File: src/rtl/ace_desc_retire_if.sv
// Completion handshake between the slave datapath and the descriptor retire block.
interface ace_desc_retire_if #(
  parameter int unsigned MAX_DESC   = 8,
  parameter int unsigned RESP_WIDTH = 2
);
  localparam int unsigned DESC_IDX_WIDTH = (MAX_DESC > 1) ? $clog2(MAX_DESC) : 1;

  logic                      txn_cmpl_valid;
  logic                      txn_cmpl_ready;
  logic [DESC_IDX_WIDTH-1:0] txn_cmpl_idx;
  logic [RESP_WIDTH-1:0]     txn_cmpl_resp;

  modport master (
    output txn_cmpl_valid,
    output txn_cmpl_idx,
    output txn_cmpl_resp,
    input  txn_cmpl_ready
  );

  modport slave (
    input  txn_cmpl_valid,
    input  txn_cmpl_idx,
    input  txn_cmpl_resp,
    output txn_cmpl_ready
  );
endinterface

File: src/rtl/ace_desc_retire.sv
// Descriptor retire path: tracks busy per descriptor, queues datapath completions and
// retires them (response write, ownership-clear pulse, busy clear, sticky completion status).
module ace_desc_retire #(
  parameter  int unsigned MAX_DESC       = 8,
  parameter  int unsigned RESP_WIDTH     = 2,
  localparam int unsigned DESC_IDX_WIDTH = (MAX_DESC > 1) ? $clog2(MAX_DESC) : 1
) (
  input  logic                      clk,
  input  logic                      resetn,
  input  logic                      desc_alc_valid,
  input  logic [DESC_IDX_WIDTH-1:0] desc_alc_idx,
  ace_desc_retire_if.slave          cmpl,
  output logic [MAX_DESC-1:0]       int_status_busy_busy,
  output logic [MAX_DESC-1:0]       own_clr,
  output logic                      resp_wr_en,
  output logic [DESC_IDX_WIDTH-1:0] resp_wr_idx,
  output logic [RESP_WIDTH-1:0]     resp_wr_data,
  input  logic [MAX_DESC-1:0]       intr_comp_clear,
  input  logic [MAX_DESC-1:0]       intr_comp_enable,
  output logic [MAX_DESC-1:0]       intr_comp_status,
  output logic                      irq_out,
  output logic                      err_unexp_cmpl
);

  localparam int unsigned ENTRY_W   = DESC_IDX_WIDTH + RESP_WIDTH;
  localparam int unsigned CNT_W     = $clog2(MAX_DESC + 1);
  localparam int unsigned DESC_SPAN = 1 << DESC_IDX_WIDTH;

  typedef enum logic [2:0] {
    IDLE   = 3'd0,
    POP    = 3'd1,
    LATCH  = 3'd2,
    RESP   = 3'd3,
    RETIRE = 3'd4
  } state_e;

  state_e state_q, state_d;

  logic [ENTRY_W-1:0]        fifo_mem [MAX_DESC];
  logic [DESC_IDX_WIDTH-1:0] wr_ptr_q, rd_ptr_q;
  logic [CNT_W-1:0]          count_q, count_d;
  logic [ENTRY_W-1:0]        fifo_dout_q;
  logic                      ready_q;
  logic                      push, pop;

  logic [DESC_IDX_WIDTH-1:0] dout_idx;
  logic [RESP_WIDTH-1:0]     dout_resp;
  logic [DESC_SPAN-1:0]      busy_span;
  logic                      err_set, cur_load;
  logic [MAX_DESC-1:0]       retire_mask, alloc_mask;

  function automatic logic [MAX_DESC-1:0] onehot(input logic [DESC_IDX_WIDTH-1:0] i);
    return MAX_DESC'(1) << i;
  endfunction

  function automatic logic [DESC_IDX_WIDTH-1:0] ptr_inc(input logic [DESC_IDX_WIDTH-1:0] p);
    return (p == DESC_IDX_WIDTH'(MAX_DESC - 1)) ? '0 : p + DESC_IDX_WIDTH'(1);
  endfunction

  assign push                = cmpl.txn_cmpl_valid & ready_q;
  assign pop                 = (state_q == POP);
  assign cmpl.txn_cmpl_ready = ready_q;
  assign dout_idx            = fifo_dout_q[ENTRY_W-1:RESP_WIDTH];
  assign dout_resp           = fifo_dout_q[RESP_WIDTH-1:0];
  // Out-of-range indices land in the zero padding and read as not busy.
  assign busy_span           = DESC_SPAN'(int_status_busy_busy);
  assign retire_mask         = (state_q == RETIRE) ? onehot(resp_wr_idx) : '0;
  assign alloc_mask          = desc_alc_valid ? onehot(desc_alc_idx) : '0;
  assign irq_out             = |(intr_comp_status & intr_comp_enable);

  always_comb begin
    count_d = count_q;
    unique case ({push, pop})
      2'b10:   count_d = count_q + CNT_W'(1);
      2'b01:   count_d = count_q - CNT_W'(1);
      default: count_d = count_q;
    endcase
  end

  // Completion FIFO storage; contents need no reset, occupancy does.
  always_ff @(posedge clk) begin
    if (push) fifo_mem[wr_ptr_q] <= {cmpl.txn_cmpl_idx, cmpl.txn_cmpl_resp};
  end

  always_ff @(posedge clk or negedge resetn) begin
    if (!resetn) begin
      wr_ptr_q    <= '0;
      rd_ptr_q    <= '0;
      count_q     <= '0;
      fifo_dout_q <= '0;
      ready_q     <= 1'b0;
    end else begin
      count_q <= count_d;
      ready_q <= (count_d != CNT_W'(MAX_DESC));
      if (push) wr_ptr_q <= ptr_inc(wr_ptr_q);
      if (pop) begin
        rd_ptr_q    <= ptr_inc(rd_ptr_q);
        fifo_dout_q <= fifo_mem[rd_ptr_q];
      end
    end
  end

  // Retire sequencer next-state.
  always_comb begin
    state_d  = state_q;
    err_set  = 1'b0;
    cur_load = 1'b0;
    case (state_q)
      IDLE:   if (count_q != '0) state_d = POP;
      POP:    state_d = LATCH;
      LATCH: begin
        if (busy_span[dout_idx]) begin
          state_d  = RESP;
          cur_load = 1'b1;
        end else begin
          state_d = IDLE;
          err_set = 1'b1;
        end
      end
      RESP:   state_d = RETIRE;
      RETIRE: state_d = (count_q != '0) ? POP : IDLE;
      default: state_d = IDLE;
    endcase
  end

  // resp_wr_idx doubles as the current descriptor until the next retirement loads it.
  always_ff @(posedge clk or negedge resetn) begin
    if (!resetn) begin
      state_q              <= IDLE;
      resp_wr_en           <= 1'b0;
      resp_wr_idx          <= '0;
      resp_wr_data         <= '0;
      own_clr              <= '0;
      int_status_busy_busy <= '0;
      intr_comp_status     <= '0;
      err_unexp_cmpl       <= 1'b0;
    end else begin
      state_q    <= state_d;
      resp_wr_en <= (state_d == RESP);
      own_clr    <= (state_d == RETIRE) ? onehot(resp_wr_idx) : '0;
      if (cur_load) begin
        resp_wr_idx  <= dout_idx;
        resp_wr_data <= dout_resp;
      end
      // Set beats clear on the same index in the same cycle.
      int_status_busy_busy <= (int_status_busy_busy & ~retire_mask) | alloc_mask;
      intr_comp_status     <= (intr_comp_status & ~intr_comp_clear) | retire_mask;
      err_unexp_cmpl       <= err_unexp_cmpl | err_set;
    end
  end

endmodule
File: src/flat_wrapper.sv
// flat-port wrapper written by rule: the top's interface ports become plain ports
module ace_desc_retire_flat 
#(
  parameter  int unsigned MAX_DESC       = 8,
  parameter  int unsigned RESP_WIDTH     = 2,
  localparam int unsigned DESC_IDX_WIDTH = (MAX_DESC > 1) ? $clog2(MAX_DESC) : 1
)
  (clk, resetn, desc_alc_valid, desc_alc_idx, int_status_busy_busy, own_clr, resp_wr_en, resp_wr_idx, resp_wr_data, intr_comp_clear, intr_comp_enable, intr_comp_status, irq_out, err_unexp_cmpl, cmpl_txn_cmpl_valid, cmpl_txn_cmpl_idx, cmpl_txn_cmpl_resp, cmpl_txn_cmpl_ready);
  ace_desc_retire_if #(.MAX_DESC(MAX_DESC), .RESP_WIDTH(RESP_WIDTH)) cmpl_i ();
  input  logic clk;
  input  logic resetn;
  input  logic desc_alc_valid;
  input  logic [DESC_IDX_WIDTH-1:0] desc_alc_idx;
  output logic [MAX_DESC-1:0] int_status_busy_busy;
  output logic [MAX_DESC-1:0] own_clr;
  output logic resp_wr_en;
  output logic [DESC_IDX_WIDTH-1:0] resp_wr_idx;
  output logic [RESP_WIDTH-1:0] resp_wr_data;
  input  logic [MAX_DESC-1:0] intr_comp_clear;
  input  logic [MAX_DESC-1:0] intr_comp_enable;
  output logic [MAX_DESC-1:0] intr_comp_status;
  output logic irq_out;
  output logic err_unexp_cmpl;
  input wire logic [$bits(cmpl_i.txn_cmpl_valid)-1:0] cmpl_txn_cmpl_valid;
  input wire logic [$bits(cmpl_i.txn_cmpl_idx)-1:0] cmpl_txn_cmpl_idx;
  input wire logic [$bits(cmpl_i.txn_cmpl_resp)-1:0] cmpl_txn_cmpl_resp;
  output wire logic [$bits(cmpl_i.txn_cmpl_ready)-1:0] cmpl_txn_cmpl_ready;
  assign cmpl_i.txn_cmpl_valid = cmpl_txn_cmpl_valid;
  assign cmpl_i.txn_cmpl_idx = cmpl_txn_cmpl_idx;
  assign cmpl_i.txn_cmpl_resp = cmpl_txn_cmpl_resp;
  assign cmpl_txn_cmpl_ready = cmpl_i.txn_cmpl_ready;
  ace_desc_retire #(.MAX_DESC(MAX_DESC), .RESP_WIDTH(RESP_WIDTH)) u_core (.clk(clk), .resetn(resetn), .desc_alc_valid(desc_alc_valid), .desc_alc_idx(desc_alc_idx), .cmpl(cmpl_i), .int_status_busy_busy(int_status_busy_busy), .own_clr(own_clr), .resp_wr_en(resp_wr_en), .resp_wr_idx(resp_wr_idx), .resp_wr_data(resp_wr_data), .intr_comp_clear(intr_comp_clear), .intr_comp_enable(intr_comp_enable), .intr_comp_status(intr_comp_status), .irq_out(irq_out), .err_unexp_cmpl(err_unexp_cmpl));
endmodule
File: config.mk
export PLATFORM = sky130hd
export DESIGN_NAME = ace_desc_retire_flat
export DESIGN_NICKNAME = d
export VERILOG_FILES = /design/src/rtl/ace_desc_retire_if.sv /design/src/rtl/ace_desc_retire.sv /design/src/flat_wrapper.sv
export SDC_FILE = /design/constraint.sdc
export NUM_CORES = 1
export LEC_CHECK = 0
export ABC_AREA = 1
export BUFFER_PORTS_ARGS = -buffer_cell sky130_fd_sc_hd__buf_2
export CORE_UTILIZATION = 50
export DETAILED_ROUTE_END_ITERATION = 12
export GPL_TIMING_DRIVEN = 1
export PLACE_DENSITY = 0.72
export SYNTH_ARGS = -nofsm -noshare
export SYNTH_HDL_FRONTEND = slang
export SYNTH_SLANG_ARGS = --single-unit
export TNS_END_PERCENT = 100
File: constraint.sdc
create_clock -name clk -period 2.5 [get_ports clk]
set_input_delay 0 -clock clk [delete_from_list [all_inputs] [get_ports clk]]
set_output_delay 0 -clock clk [all_outputs]
set_load 0.02 [all_outputs]
# [After elaboration in Yosys (flattened, before gate mapping)]
# Memory sizes are Yosys's and may differ from the RTL's. A register that Yosys moved wholly into a read port is not among the register bits.
# Cells that the tools add are included.
# W data, S select, Z words.
[op_classes] bitwise_logic=9 n_eq_ne=11 magnitude_cmp=1 reduce_logical=4 muxes=18 n_addsub=4 n_shift=2
[ops] cell="$and A8 B8 Y8" count=3
[ops] cell="$mux W8" count=3
[ops] cell="$not A8 Y8" count=2
[ops] cell="$or A8 B8 Y8" count=2
[ops] cell="$shl A1 B3 Y8 const A" count=2
[ops] cell="$pmux W3 S5" count=1
[ops] cell="$eq A3 B3 Y1 const B" count=4
[ops] cell="$eq A3 B2 Y1 const B" count=3
[ops] cell="$mux W3" count=3
[ops] cell="$mux W1" count=8
[ops] cell="$pmux W4 S2" count=1
[ops] cell="$reduce_or A8 Y1" count=1
[ops] cell="$add A3 B1 Y3 const B" count=2
[ops] cell="$add A4 B1 Y4 const B" count=1
[ops] cell="$lt A3 B4 Y1 const B" count=1
[ops] cell="$ne A4 B4 Y1 const B" count=1
[ops] cell="$reduce_bool A4 Y1" count=1
[ops] cell="$sub A4 B1 Y4 const B" count=1
[ops] cell="$bmux W1 S3" count=1
[ops] cell="$eq A3 B1 Y1 const B" count=1
[ops] cell="$logic_not A3 Y1" count=1
[ops] cell="$eq A2 B1 Y1 const B" count=1
[ops] cell="$eq A2 B2 Y1 const B" count=1
[ops] cell="$mux W2" count=1
[ops] cell="other kinds (3)" count=3
[word_totals] ff_bits=45 input_bits=28 out_inout_bits=33 word_cells=62 ramBits=40 mem_count=1
[mem_list] name="u_core.fifo_mem" words=8 width=5 read_ports=1 rd_ports_with_merged_regs=1 wr=1 line_no="ace_desc_retire.sv:39" text="logic [ENTRY_W-1:0] fifo_mem [MAX_DESC];"

# [Logic depth before layout (Yosys ltp)]
# Gate-level depths: netlist of run 1.
[depth] word_depth=6 ltp_mapped=14 ltp_nobuf=13

# [Worst setup path before layout of run 1]
# Ideal clock, no wire load.
[synth_path] kind="register to register" startpoint="reg u_core.state_q[2]" endpoint="reg u_core.ready_q, in the netlist u_core.cmpl.txn_cmpl_ready" t_required_ns=2.383 t_arrival_ns=2.207 path_stages_with_launch=13 setup_ns=0.117 slack_ns=0.175 synth_period_minus_slack_ns=2.325 n_path_buf=1 path_cell_list="dfrtp_1 nor3_4 buf_2 ha_1 inv_1 nand2_1 nand2_1 ha_1 o21ai_0 inv_1 or2_2 nor2_1 nand2_1"
[synth_between] elab_chain_len=4 word_cells_on_any_way=5 cone_classes="4 x eq/ne; 1 x mux"
[synth_lines] item="start, declared" line_no="ace_desc_retire.sv:37" text="state_e state_q, state_d;"
[synth_lines] item="start signal, assigned" line_no="ace_desc_retire.sv:138" text="state_q <= state_d;"
[synth_lines] item="$eq A3 B1 Y1 *" line_no="ace_desc_retire.sv:61" text="assign pop = (state_q == POP);"
[synth_lines] item="$eq A2 B1 Y1 or $eq A2 B2 Y1 (tied branches)" line_no="ace_desc_retire.sv:73" text="unique case ({push, pop})"
[synth_lines] item="$pmux W4 S2 *" line_no="ace_desc_retire.sv:73"
[synth_lines] item="via u_core.count_d[1]" line_no="ace_desc_retire.sv:41" text="logic [CNT_W-1:0] count_q, count_d;"
[synth_lines] item="$ne A4 B4 Y1 *" line_no="ace_desc_retire.sv:94" text="ready_q <= (count_d != CNT_W'(MAX_DESC));"
[synth_lines] item="end signal, assigned" line_no="ace_desc_retire.sv:94"
[synth_lines] item="end, declared" line_no="ace_desc_retire.sv:43" text="logic ready_q;"
# The timed path passes the listed nets; every way through them passes the cells marked *.
# A chain may end at the register's enable or synchronous reset.

# [Worst setup path in the final report of run 1]
# Ends and elaborated chain as after synthesis.

==> summary.md, run 1 <==
| Metric | Value |
|---|---|
| Synth area leader | `dfrtp_1` |
| Crit-path max cell delay | `450 ps` |
| Count of buffers inserted at the top-level ports | `60` |
| Y dimension of the die | `between 80 and 90 µm` |
| Post-Syn Nets | `400` |
| Sequential cell area fraction in the yosys report | `0.6374` |
| Number of clock buffers inserted by TritonCTS | `9` |
| Share of power burned in combinational logic | `0.362` |
| Pint | `3175 µW` |
| Fraction of layout instances using a drive strength above 1 | `0.2137` |
| Global-route met1 utilization | `0.2913` |
| Switching power as a share of total power | `0.3932` |
| Gr busiest metal | `met2` |
| Largest buffer count on any clock path | `2` |
| Post-layout nets | `484` |
| DR vias/cell | `5.199` |
| Die Footprint | `a little over 0.008 mm²` |
| Register-to-register setup slack | `340 ps` |
| Overall via count from detail_route | `2875` |
| Tcrit/Tclk final | `0.8623` |
| RD Place Congestion | `0.8571` |
| Largest net degree at the start of global routing | `51` |
| Slew Viols, Final | `0` |
| Highest net fanout along the worst path | `5` |
| Post-Route Setup TNS | `0 ps` |
| Least-Margin Pin Slew | `1067 ps` |
| FMAX | `around 460 MHz` |
| Clk pwr share | `0.210` |
| Area fraction of the dominant cell type after synthesis | `0.3252` |
| Drt first pass iters | `5` |
| Power density cells | `roughly 1100 mW/mm²` |
| Initial cell density of the core | `0.5248` |
| Fin crit period | `2156 ps` |
| Max cap viols | `0` |
| Half-perimeter wire length after placement | `5481 µm` |
| Antenna Diode Count | `0` |
| Number of flops mapped to enable cells by yosys | `40` |
| WP data arrival | `2410 ps` |
| Final setup skew | `8.996 ps` |
| Iteration-0 DRC Markers | `181` |
| Met3 global-route usage | `0.03469` |
| Global Route Usage Sum | `0.2160` |
| Async set-reset flop share out of synthesis | `0.5556` |
| Max VDD drop | `0.0006796 V` |
| Met2 global-route usage | `0.3558` |
| Count of instances resized after the clock tree is built | `0` |
| Flops & latches, synth | `90` |
| Proportion of power drawn by flip-flops and latches | `0.428` |
| Top-level port count | `a little over 60` |
| Final WL | `8147 µm` |
| Post-synth design cell area | `roughly 0.0038 mm²` |
| Setup repair after global routing missed its margin | `no` |
| Switching power total | `a little over 2000 µW` |
| First-pass GRT wire length | `13700 µm` |
| Register Area | `0.002452 mm²` |
| Cell row count | `31` |
| Maximum level of the CTS H-tree | `3` |
| Count of endpoints failing hold in the final timing report | `0` |
| Initial antenna violation count | `0` |
| Mapped Avg Cell Area | `10.54 µm²` |
| Static power due to leakage | `0.002043 µW` |
| Cts-stage hold buffer count | `21` |
| Die width | `around 90 µm` |
| CP cell instances | `nor3_4 > ha_1 > inv_1 > nand2_1 > nand2_1 > ha_1 > o21ai_0 > inv_1 > or2_2 > nor2_1 > nand2_1` |
| Type of the setup path with the least slack | `flop to flop` |
| Crit path capture type | `flop` |
| Post-CTS repair timing setup buffer count | `0` |
| Vias in the first global route | `2808` |
| Clock latency of the later-clocked register in the worst-skew pair | `360 ps` |
| Multi-input gate area | `~0.0012 mm²` |
| Core area | `~0.0073 mm²` |
| Slowest stage cell, crit path | `dfrtp_1` |
| CP required | `approximately 2800 ps` |
| Post-detailed-route wirelength per cell | `14.73 µm` |
| Area Growth Syn to Fin | `21.40%` |
| Fill cells | `568` |
| Final Total Pwr | `between 5000 and 6000 µW` |
| Distinct cells, synth | `35` |
| Class of the tightest hold or removal check | `input pin to flop` |
| GR Overflow Total | `0` |
| Primary FF master, synth | `dfrtp_1` |
| Cell at the root of the clock tree | `clkbuf_8` |
| Worst slew margin | `0.2887` |
| Clock transition at the register clock pins on the worst setup and hold paths after CTS | `about 90 ps` |
| DRT antenna net count | `0` |
| Most frequent cell after synthesis | `nor2_1` |
| Cell repeated most along the worst path | `nand2_1` |
| CTS sink count | `90` |
| DRC violations left | `0` |
| Top cells by instance count after synthesis | `52 x nor2_1, 50 x dfrtp_1, 44 x nand2_1, 43 x o21ai_0, 41 x inv_1` |
| Gate count after technology mapping | `about 370` |
| Clock tree from TritonCTS | `done` |
| Worst Setup Start Kind | `flop` |
| Synth area leaders | `dfrtp_1 33%, edfxtp_1 31%, o21ai_0 5.6%, nor2_1 5.1%, nand2_1 4.3%` |
| Synth warn | `0` |
| Outcome | `finished, final reports clean` |
| Final Setup Violations | `0` |
## registers in the layout (all words and copies together), names as in the netlist
signal	flops
u_core.cmpl.txn_cmpl_ready	1
u_core.count_q	4
u_core.resp_wr_en	1
u_core.wr_ptr_q	3
u_core.fifo_mem	40
u_core.err_unexp_cmpl	1
u_core.int_status_busy_busy	8
u_core.own_clr	8
u_core.intr_comp_status	8
u_core.rd_ptr_q	3
u_core.resp_wr_idx	3
u_core.state_q	3
u_core.fifo_dout_q	5
u_core.resp_wr_data	2
## critical path, delay by kind of cell (launching register included)
family / cells / cell delay (ps)
AO/OA/AOI/OAI: 1 / 170
adder cells (fa/ha/maj): 2 / 550
flip-flops: 1 / 450
AND/OR/NAND/NOR: 6 / 750
buffers and inverters: 2 / 120
## cell type report
cell class | instances | area share
clock buffer | 12 | 0.03777
clock inverter | 4 | 0.01179
inverter | 45 | 0.03616
multi-input combinational | 219 | 0.2486
sequential | 90 | 0.5250
tap | 99 | 0.02652
timing repair buffer | 84 | 0.1141
## cells by family (layout without fill, tap and decap cells)
kind of cell | after synthesis | in the layout | synth area share
and+or+nand+nor | 132 | 132 | 0.1541
DFF | 90 | 90 | 0.6374
AOI/OAI and AO/OA | 78 | 78 | 0.1203
buffers and inverters | 56 | 145 | 0.06081
adders and majority gates | 7 | 7 | 0.02276
xor gates and xnor gates | 2 | 2 | 0.004554
## metrics by stage
| step | hold slack [ps] | util | setup WS, ps | instances | area [µm²] |
|---|---|---|---|---|---|
| 2_1_floorplan | -295.6 | - | 175.0 | 365 | 3847 |
| 3_3_place_gp | 179.1 | 0.5769 | 425.9 | 516 | 4229 |
| 3_5_place_dp | 183.6 | 0.5769 | 353.6 | 516 | 4229 |
| 4_1_cts | 105.9 | 0.6371 | 331.1 | 553 | 4671 |
| 5_1_grt | 164.7 | 0.6371 | 116.5 | 553 | 4671 |
| 6_report | 124.6 | 0.6371 | 344.3 | 553 | 4671 |
## path summary, 6_finish.rpt
check | from | endpoint | depth (start not counted)
min | cmpl_txn_cmpl_valid | u_core.wr_ptr_q[2] | 4
max in group asynchronous | resetn | u_core.count_q[0] | 2
max reg2reg | u_core.state_q[2] | u_core.cmpl.txn_cmpl_ready | 11
max | u_core.state_q[2] | u_core.cmpl.txn_cmpl_ready | 11
min in group asynchronous | resetn | u_core.intr_comp_status[2] | 2
min reg2reg | u_core.err_unexp_cmpl | u_core.err_unexp_cmpl | 1
## placed cells by master, fill, tap and decap left out, types with 3 or more instances in the layout
cell and count:
o22ai_1 5, nor2_1 52, dlygate4sd3_1 21, o21ai_2 5, o21ai_0 43, clkbuf_8 11, ha_1 7, nand3_1 20
edfxtp_1 40, nor4_1 4, o21ai_1 5, buf_2 60, o211ai_1 12, dfrtp_1 50, nand2_1 44, buf_4 3
inv_1 41, inv_2 4
## power by group through the flow
| stage | clock (µW) | combinational [µW] | sequential (µW) |
|---|---|---|---|
| after floorplan | 0 | 1310 | 2280 |
| after global placement | 0 | 1810 | 2240 |
| after detailed placement | 0 | 1860 | 2260 |
| after CTS | 1110 | 1910 | 2230 |
| after global routing | 1160 | 2150 | 2290 |
| final | 1100 | 1890 | 2240 |
## per-layer routing
| metal | vias to the layer above | share of wire |
|---|---|---|
| li1 | 1400 | - |
| met4 | 0 | 0.014 |
| met2 | 91 | 0.49 |
| met5 | - | 0 |
| met3 | 11 | 0.048 |
| met1 | 1373 | 0.45 |
Note: power is estimated with default switching activity, not from simulation.
==> run 2: changes to the inputs <==
- MAX_ROUTING_LAYER: unset -> met4
==> run 2 against run 1 <==
Against the previous run: hold slack worse by 0.94 ps; setup slack better by 3.7 ps; core utilization unchanged; design area unchanged; critical path type unchanged.
==> summary.md, run 2 (same netlist as run 1, synthesis figures left out) <==
| Metric | Value |
|---|---|
| Outcome | `finished, final reports clean (unchanged)` |
| Initial antenna violation count | `0 (unchanged)` |
| DR vias/cell | `5.193 (was 5.199)` |
| Cell row count | `31 (unchanged)` |
| Clock transition at the register clock pins on the worst setup and hold paths after CTS | `90 ps (about the same)` |
| Final setup skew | `8.926 ps (was 8.996 ps)` |
| Largest buffer count on any clock path | `2 (unchanged)` |
| DRT antenna net count | `0 (unchanged)` |
| Post-Route Setup TNS | `0 ps (unchanged)` |
| Pint | `3175 µW (about the same)` |
| Max VDD drop | `0.0006798 V (was 0.0006796 V)` |
| Crit path capture type | `flop (unchanged)` |
| Post-layout nets | `484 (unchanged)` |
| Largest net degree at the start of global routing | `51 (unchanged)` |
| Share of power burned in combinational logic | `0.363 (was 0.362)` |
| Die Footprint | `0.008050 mm² (unchanged)` |
| Half-perimeter wire length after placement | `5481 µm (unchanged)` |
| Highest net fanout along the worst path | `5 (unchanged)` |
| Power density cells | `1121 mW/mm² (was 1120 mW/mm²)` |
| Area Growth Syn to Fin | `21.40% (unchanged)` |
| Static power due to leakage | `0.002043 µW (unchanged)` |
| Final non-filler cell total | `553 (unchanged)` |
| Largest register FFs | `40 (unchanged)` |
| Setup repair after global routing missed its margin | `no (unchanged)` |
| Slew Viols, Final | `0 (unchanged)` |
| CP required | `2760 ps (about the same)` |
| Final core utilization | `0.6371 (unchanged)` |
| GR Overflow Total | `0 (unchanged)` |
| Worst Setup Start Kind | `flop (unchanged)` |
| Clk pwr share | `0.210 (about the same)` |
| Cell at the root of the clock tree | `clkbuf_8 (unchanged)` |
| Initial cell density of the core | `0.5248 (unchanged)` |
| Final Total Pwr | `5237 µW (was 5232 µW)` |
| Most frequent cells in the layout | `60 x buf_2, 52 x nor2_1, 50 x dfrtp_1 (unchanged)` |
| Clock tree from TritonCTS | `done (unchanged)` |
| Top-level port count | `61 (unchanged)` |
| Vias in the first global route | `2816 (was 2808)` |
| Final Setup Violations | `0 (unchanged)` |
| Count of buffers inserted at the top-level ports | `60 (unchanged)` |
| Tcrit/Tclk final | `0.8608 (was 0.8623)` |
| Die width | `89.72 µm (unchanged)` |
| Type of the setup path with the least slack | `flop to flop (unchanged)` |
| Overall via count from detail_route | `2872 (was 2875)` |
| Number of cells in the design after placement | `516 (unchanged)` |
| Number of clock buffers inserted by TritonCTS | `9 (unchanged)` |
| FMAX | `464.7 MHz (was 463.9 MHz)` |
| RD Place Congestion | `0.8708 (was 0.8571)` |
| Antenna Diode Count | `0 (unchanged)` |
| Maximum level of the CTS H-tree | `3 (unchanged)` |
| WP data arrival | `2410 ps (about the same)` |
| Drt first pass iters | `4 (was 5)` |
| Iteration-0 DRC Markers | `162 (was 181)` |
| Fraction of layout instances using a drive strength above 1 | `0.2137 (unchanged)` |
| Clock latency of the later-clocked register in the worst-skew pair | `360 ps (about the same)` |
| Most frequent standard cell in the layout excluding fill and tap cells | `buf_2 (unchanged)` |
| Switching power total | `2062 µW (was 2057 µW)` |
| Count of endpoints failing hold in the final timing report | `0 (unchanged)` |
| Count of instances resized after the clock tree is built | `0 (unchanged)` |
| Global Route Usage Sum | `0.2221 (was 0.2160)` |
| Max cap viols | `0 (unchanged)` |
| Post-detailed-route wirelength per cell | `14.79 µm (was 14.73 µm)` |
| Hold WS | `123.7 ps (was 124.6 ps)` |
| Proportion of power drawn by flip-flops and latches | `0.428 (about the same)` |
| Y dimension of the die | `89.72 µm (unchanged)` |
| Class of the tightest hold or removal check | `input pin to flop (unchanged)` |
| Worst slew margin | `0.2895 (was 0.2887)` |
| CTS sink count | `90 (unchanged)` |
| First-pass GRT wire length | `13680 µm (was 13700 µm)` |
| Final WL | `8180 µm (was 8147 µm)` |
| Core area | `0.007331 mm² (unchanged)` |
| Most flops, register | `u_core.fifo_mem (unchanged)` |
| Least-Margin Pin Slew | `1066 ps (was 1067 ps)` |
| Switching power as a share of total power | `0.3938 (was 0.3932)` |
| Fin crit period | `2152 ps (was 2156 ps)` |
| DRC violations left | `0 (unchanged)` |
## run 2: cell counts in the layout (fill, tap and decap cells not counted)
No cell type changed its count.
## run 2: cell type report
class                   count  area, µm²
well taps                  99      123.9
multi-input cells         219       1161
flip-flops and latches     90       2452
clock buffers              12      176.4
inverters                  45      168.9
clock inverters             4      55.05
repair buffers             84      533.0
fillers                   568       2660
## run 2: path summary, 6_finish.rpt
path,slack (ps),from,to,cells past startpoint
setup / recovery,350,u_core.state_q[2],u_core.cmpl.txn_cmpl_ready,11
hold / removal,120,cmpl_txn_cmpl_valid,u_core.wr_ptr_q[2],4
setup reg to reg,350,u_core.state_q[2],u_core.cmpl.txn_cmpl_ready,11
hold reg to reg,470,u_core.err_unexp_cmpl,u_core.err_unexp_cmpl,1
max in group asynchronous,1470,resetn,u_core.count_q[0],2
min in group asynchronous,370,resetn,u_core.intr_comp_status[2],2
## run 2: timing repair
item,in CTS,in global routing
hold endpoints to repair,106,0
hold buffers,21,0
buffers inserted,0,0
## run 2: worst max-delay path: stages, from the launching register on
cell and delay, ps:
dfrtp_1 450, nor3_4 200, ha_1 280, inv_1 60
nand2_1 50, nand2_1 70, ha_1 270, o21ai_0 170
inv_1 60, or2_2 270, nor2_1 100, nand2_1 50
## run 2: metal layers
metal  GRT usage  up-vias  routed length, µm
met5           -        -                  0
met2      0.3551       91               3960
met4     0.07787        0                112
met1      0.2907     1370               3704
li1            -     1400                  -
met3     0.03469       11                403
## run 2: stage by stage
stage / setup WS, ps / instance area (µm²)
6_report: 348.0 / 4671
5_1_grt: 116.5 / 4671
4_1_cts: 331.1 / 4671
3_5_place_dp: 353.6 / 4229
3_3_place_gp: 425.9 / 4229
2_1_floorplan: 175.0 / 3847
## run 2: power groups by stage
stage          sequential (µW)  clock, µW  combinational (µW)
3_5_place_dp              2260          0                1860
6_report                  2240       1100                1900
3_3_place_gp              2240          0                1810
2_1_floorplan             2280          0                1310
4_1_cts                   2230       1110                1910
5_1_grt                   2290       1160                2150
==> run 3: changes to the inputs <==
- RECOVER_POWER: unset -> 25
- clock period: 2.5 -> 2.6 ns (I/O delays scaled with it)
==> run 3 against run 2 <==
Against the previous run: maximum frequency rose by 0.50%; wire length is 0.16% lower; critical endpoint unchanged; flip-flop and latch count stayed put; largest cell class unchanged.
==> summary.md, run 3 (same netlist as run 1, synthesis figures left out) <==
| Metric | Value |
|---|---|
| Outcome | `finished, final reports clean (unchanged)` |
| Number of clock buffers inserted by TritonCTS | `9 (unchanged)` |
| Core area | `0.007331 mm² (unchanged)` |
| Cell at the root of the clock tree | `clkbuf_8 (unchanged)` |
| Initial antenna violation count | `0 (unchanged)` |
| Y dimension of the die | `89.72 µm (unchanged)` |
| Most flops, register | `u_core.fifo_mem (unchanged)` |
| Drt first pass iters | `4 (unchanged)` |
| WP data arrival | `2390 ps (was 2410 ps)` |
| Final setup skew | `9.124 ps (was 8.926 ps)` |
| Largest net degree at the start of global routing | `51 (unchanged)` |
| Die Footprint | `0.008050 mm² (unchanged)` |
| Largest register FFs | `40 (unchanged)` |
| Final non-filler cell total | `554 (was 553)` |
| Max VDD drop | `0.0006087 V (was 0.0006798 V)` |
| End of the worst hold path | `u_core.wr_ptr_q[0] (was u_core.wr_ptr_q[2])` |
| Cell repeated most along the worst path | `nand2_1 (unchanged)` |
| Clock latency of the later-clocked register in the worst-skew pair | `350 ps (was 360 ps)` |
| Post-detailed-route wirelength per cell | `14.74 µm (was 14.79 µm)` |
| Pre-CTS WS | `454.4 ps (was 353.6 ps)` |
| Switching power as a share of total power | `0.3924 (was 0.3938)` |
| Static power due to leakage | `0.001982 µW (was 0.002043 µW)` |
| Iteration-0 DRC Markers | `158 (was 162)` |
| Switching power total | `1967 µW (was 2062 µW)` |
| Register-to-register setup slack | `460 ps (was 350 ps)` |
| Dominant delay contributor by cell family on the critical path | `simple AND/OR/NAND/NOR gates (unchanged)` |
| Fin crit period | `2141 ps (was 2152 ps)` |
| Overall via count from detail_route | `2913 (was 2872)` |
| Least-Margin Pin Slew | `1110 ps (was 1066 ps)` |
| Clk pwr share | `0.209 (was 0.210)` |
| Worst-case reg-to-reg path depth | `11 (unchanged)` |
| Vias in the first global route | `2781 (was 2816)` |
| Clock tree from TritonCTS | `done (unchanged)` |
| Class of the tightest hold or removal check | `input pin to flop (unchanged)` |
| CP required | `2850 ps (was 2760 ps)` |
| Slew Viols, Final | `0 (unchanged)` |
| Area Growth Syn to Fin | `20.98% (was 21.40%)` |
| Count of endpoints failing hold in the final timing report | `0 (unchanged)` |
| Final Setup Violations | `0 (unchanged)` |
| CP cell instances | `nor3_4 > ha_1 > inv_1 > nand2_1 > nand2_1 > ha_1 > o21ai_0 > inv_1 > or2_2 > nor2_1 > nand2_1 (unchanged)` |
| Clock transition at the register clock pins on the worst setup and hold paths after CTS | `90 ps (about the same)` |
| Most frequent cells in the layout | `52 x nor2_1, 50 x dfrtp_1, 44 x nand2_1 (was 60 x buf_2, 52 x nor2_1, 50 x dfrtp_1)` |
| DRC violations left | `0 (unchanged)` |
| FMAX | `467.0 MHz (was 464.7 MHz)` |
| Fraction of layout instances using a drive strength above 1 | `0.1736 (was 0.2137)` |
| Worst slew margin | `0.2601 (was 0.2895)` |
| DR vias/cell | `5.258 (was 5.193)` |
| Maximum level of the CTS H-tree | `3 (unchanged)` |
| Pint | `3045 µW (was 3175 µW)` |
| Type of the setup path with the least slack | `flop to flop (unchanged)` |
| GR Overflow Total | `0 (unchanged)` |
| Slowest stage cell, crit path | `dfrtp_1 (unchanged)` |
| Destination of the worst register-to-register timing path | `u_core.cmpl.txn_cmpl_ready (unchanged)` |
| Post-Route Setup TNS | `0 ps (unchanged)` |
| CTS sink count | `90 (unchanged)` |
| Tcrit/Tclk final | `0.8235 (was 0.8608)` |
| Largest buffer count on any clock path | `2 (unchanged)` |
| Number of cells in the design after placement | `516 (unchanged)` |
| Worst path buffer plus inverter count | `2 (unchanged)` |
| Antenna Diode Count | `0 (unchanged)` |
| Top-level port count | `61 (unchanged)` |
| Power density cells | `1077 mW/mm² (was 1121 mW/mm²)` |
| Max cap viols | `0 (unchanged)` |
| Post-layout nets | `485 (was 484)` |
| Min-delay src | `cmpl_txn_cmpl_valid (unchanged)` |
| First-pass GRT wire length | `13560 µm (was 13680 µm)` |
| Initial cell density of the core | `0.5248 (unchanged)` |
| Setup repair after global routing missed its margin | `no (unchanged)` |
| Global Route Usage Sum | `0.2211 (was 0.2221)` |
| Worst Setup Start Kind | `flop (unchanged)` |
| Crit-path max cell delay | `440 ps (was 450 ps)` |
| Share of power burned in combinational logic | `0.362 (was 0.363)` |
| Count of buffers inserted at the top-level ports | `60 (unchanged)` |
| Cell row count | `31 (unchanged)` |
| Die width | `89.72 µm (unchanged)` |
| Final WL | `8167 µm (was 8180 µm)` |
| DRT antenna net count | `0 (unchanged)` |
| Highest net fanout along the worst path | `5 (unchanged)` |
| RD Place Congestion | `0.8711 (was 0.8708)` |
| Crit path capture type | `flop (unchanged)` |
| R2r startpoint | `u_core.state_q[2] (unchanged)` |
| Post-layout worst setup margin | `458.8 ps (was 348.0 ps)` |
| Half-perimeter wire length after placement | `5528 µm (was 5481 µm)` |
| Most frequent standard cell in the layout excluding fill and tap cells | `nor2_1 (was buf_2)` |
| Proportion of power drawn by flip-flops and latches | `0.429 (was 0.428)` |
| Number of cells on the worst hold path | `4 (unchanged)` |
run 3: metal layers:
layer | GRT usage | up-vias | part of all wire
li1 | - | 1409 | -
met1 | 0.2876 | 1393 | 0.46
met2 | 0.3551 | 97 | 0.48
met3 | 0.03976 | 14 | 0.051
met4 | 0.06967 | 0 | 0.012
met5 | - | - | 0
run 3: tightest hold or removal path, cell delays in order:
cell and delay, ps:
buf_2 70, nand2_1 120, nor2_1 120, o21a_1 110
run 3: worst max-delay path by stage:
stage	start	end	slack, ps	cells after the start
3_3_place_gp	u_core.state_q[2]	u_core.cmpl.txn_cmpl_ready	530	11
2_1_floorplan	u_core.state_q[2]	u_core.cmpl.txn_cmpl_ready	280	12
4_1_cts	u_core.state_q[2]	u_core.cmpl.txn_cmpl_ready	430	11
6_report	u_core.state_q[2]	u_core.cmpl.txn_cmpl_ready	460	11
5_1_grt	u_core.state_q[0]	u_core.cmpl.txn_cmpl_ready	200	12
3_5_place_dp	u_core.state_q[2]	u_core.cmpl.txn_cmpl_ready	450	11
run 3: power by group through the flow:
stage	sequential [µW]	combinational (µW)	clock (µW)
floorplan	2200	1260	0
global placement	2160	1740	0
detailed placement	2180	1790	0
CTS	2150	1840	1070
global route	2200	2060	1110
finish	2150	1810	1050
run 3: metrics by stage:
stage	area (µm²)	power, µW	hold WS [ps]	utilization
4_1_cts	4681	5053	79.40	0.6385
2_1_floorplan	3847	3458	-295.6	-
5_1_grt	4654	5373	155.6	0.6349
3_5_place_dp	4229	3963	182.9	0.5769
3_3_place_gp	4229	3899	179.1	0.5769
6_report	4654	5012	100.5	0.6349
run 3: timing repair:
action | CTS | global route
endpoints found under the hold margin | 105 | 0
setup endpoints to repair | 0 | 0
setup buffers | 0 | 0
hold buffers | 22 | 0
gates resized for setup | 0 | 0
run 3: area by class of cell:
type / instances / area, µm²
Fill cell: 584 / 2676
Sequential cell: 90 / 2452
Clock buffer: 12 / 176.4
Timing Repair Buffer: 85 / 521.8
Clock inverter: 4 / 55.05
Inverter: 45 / 168.9
Tap cell: 99 / 123.9
Multi-Input combinational cell: 219 / 1156
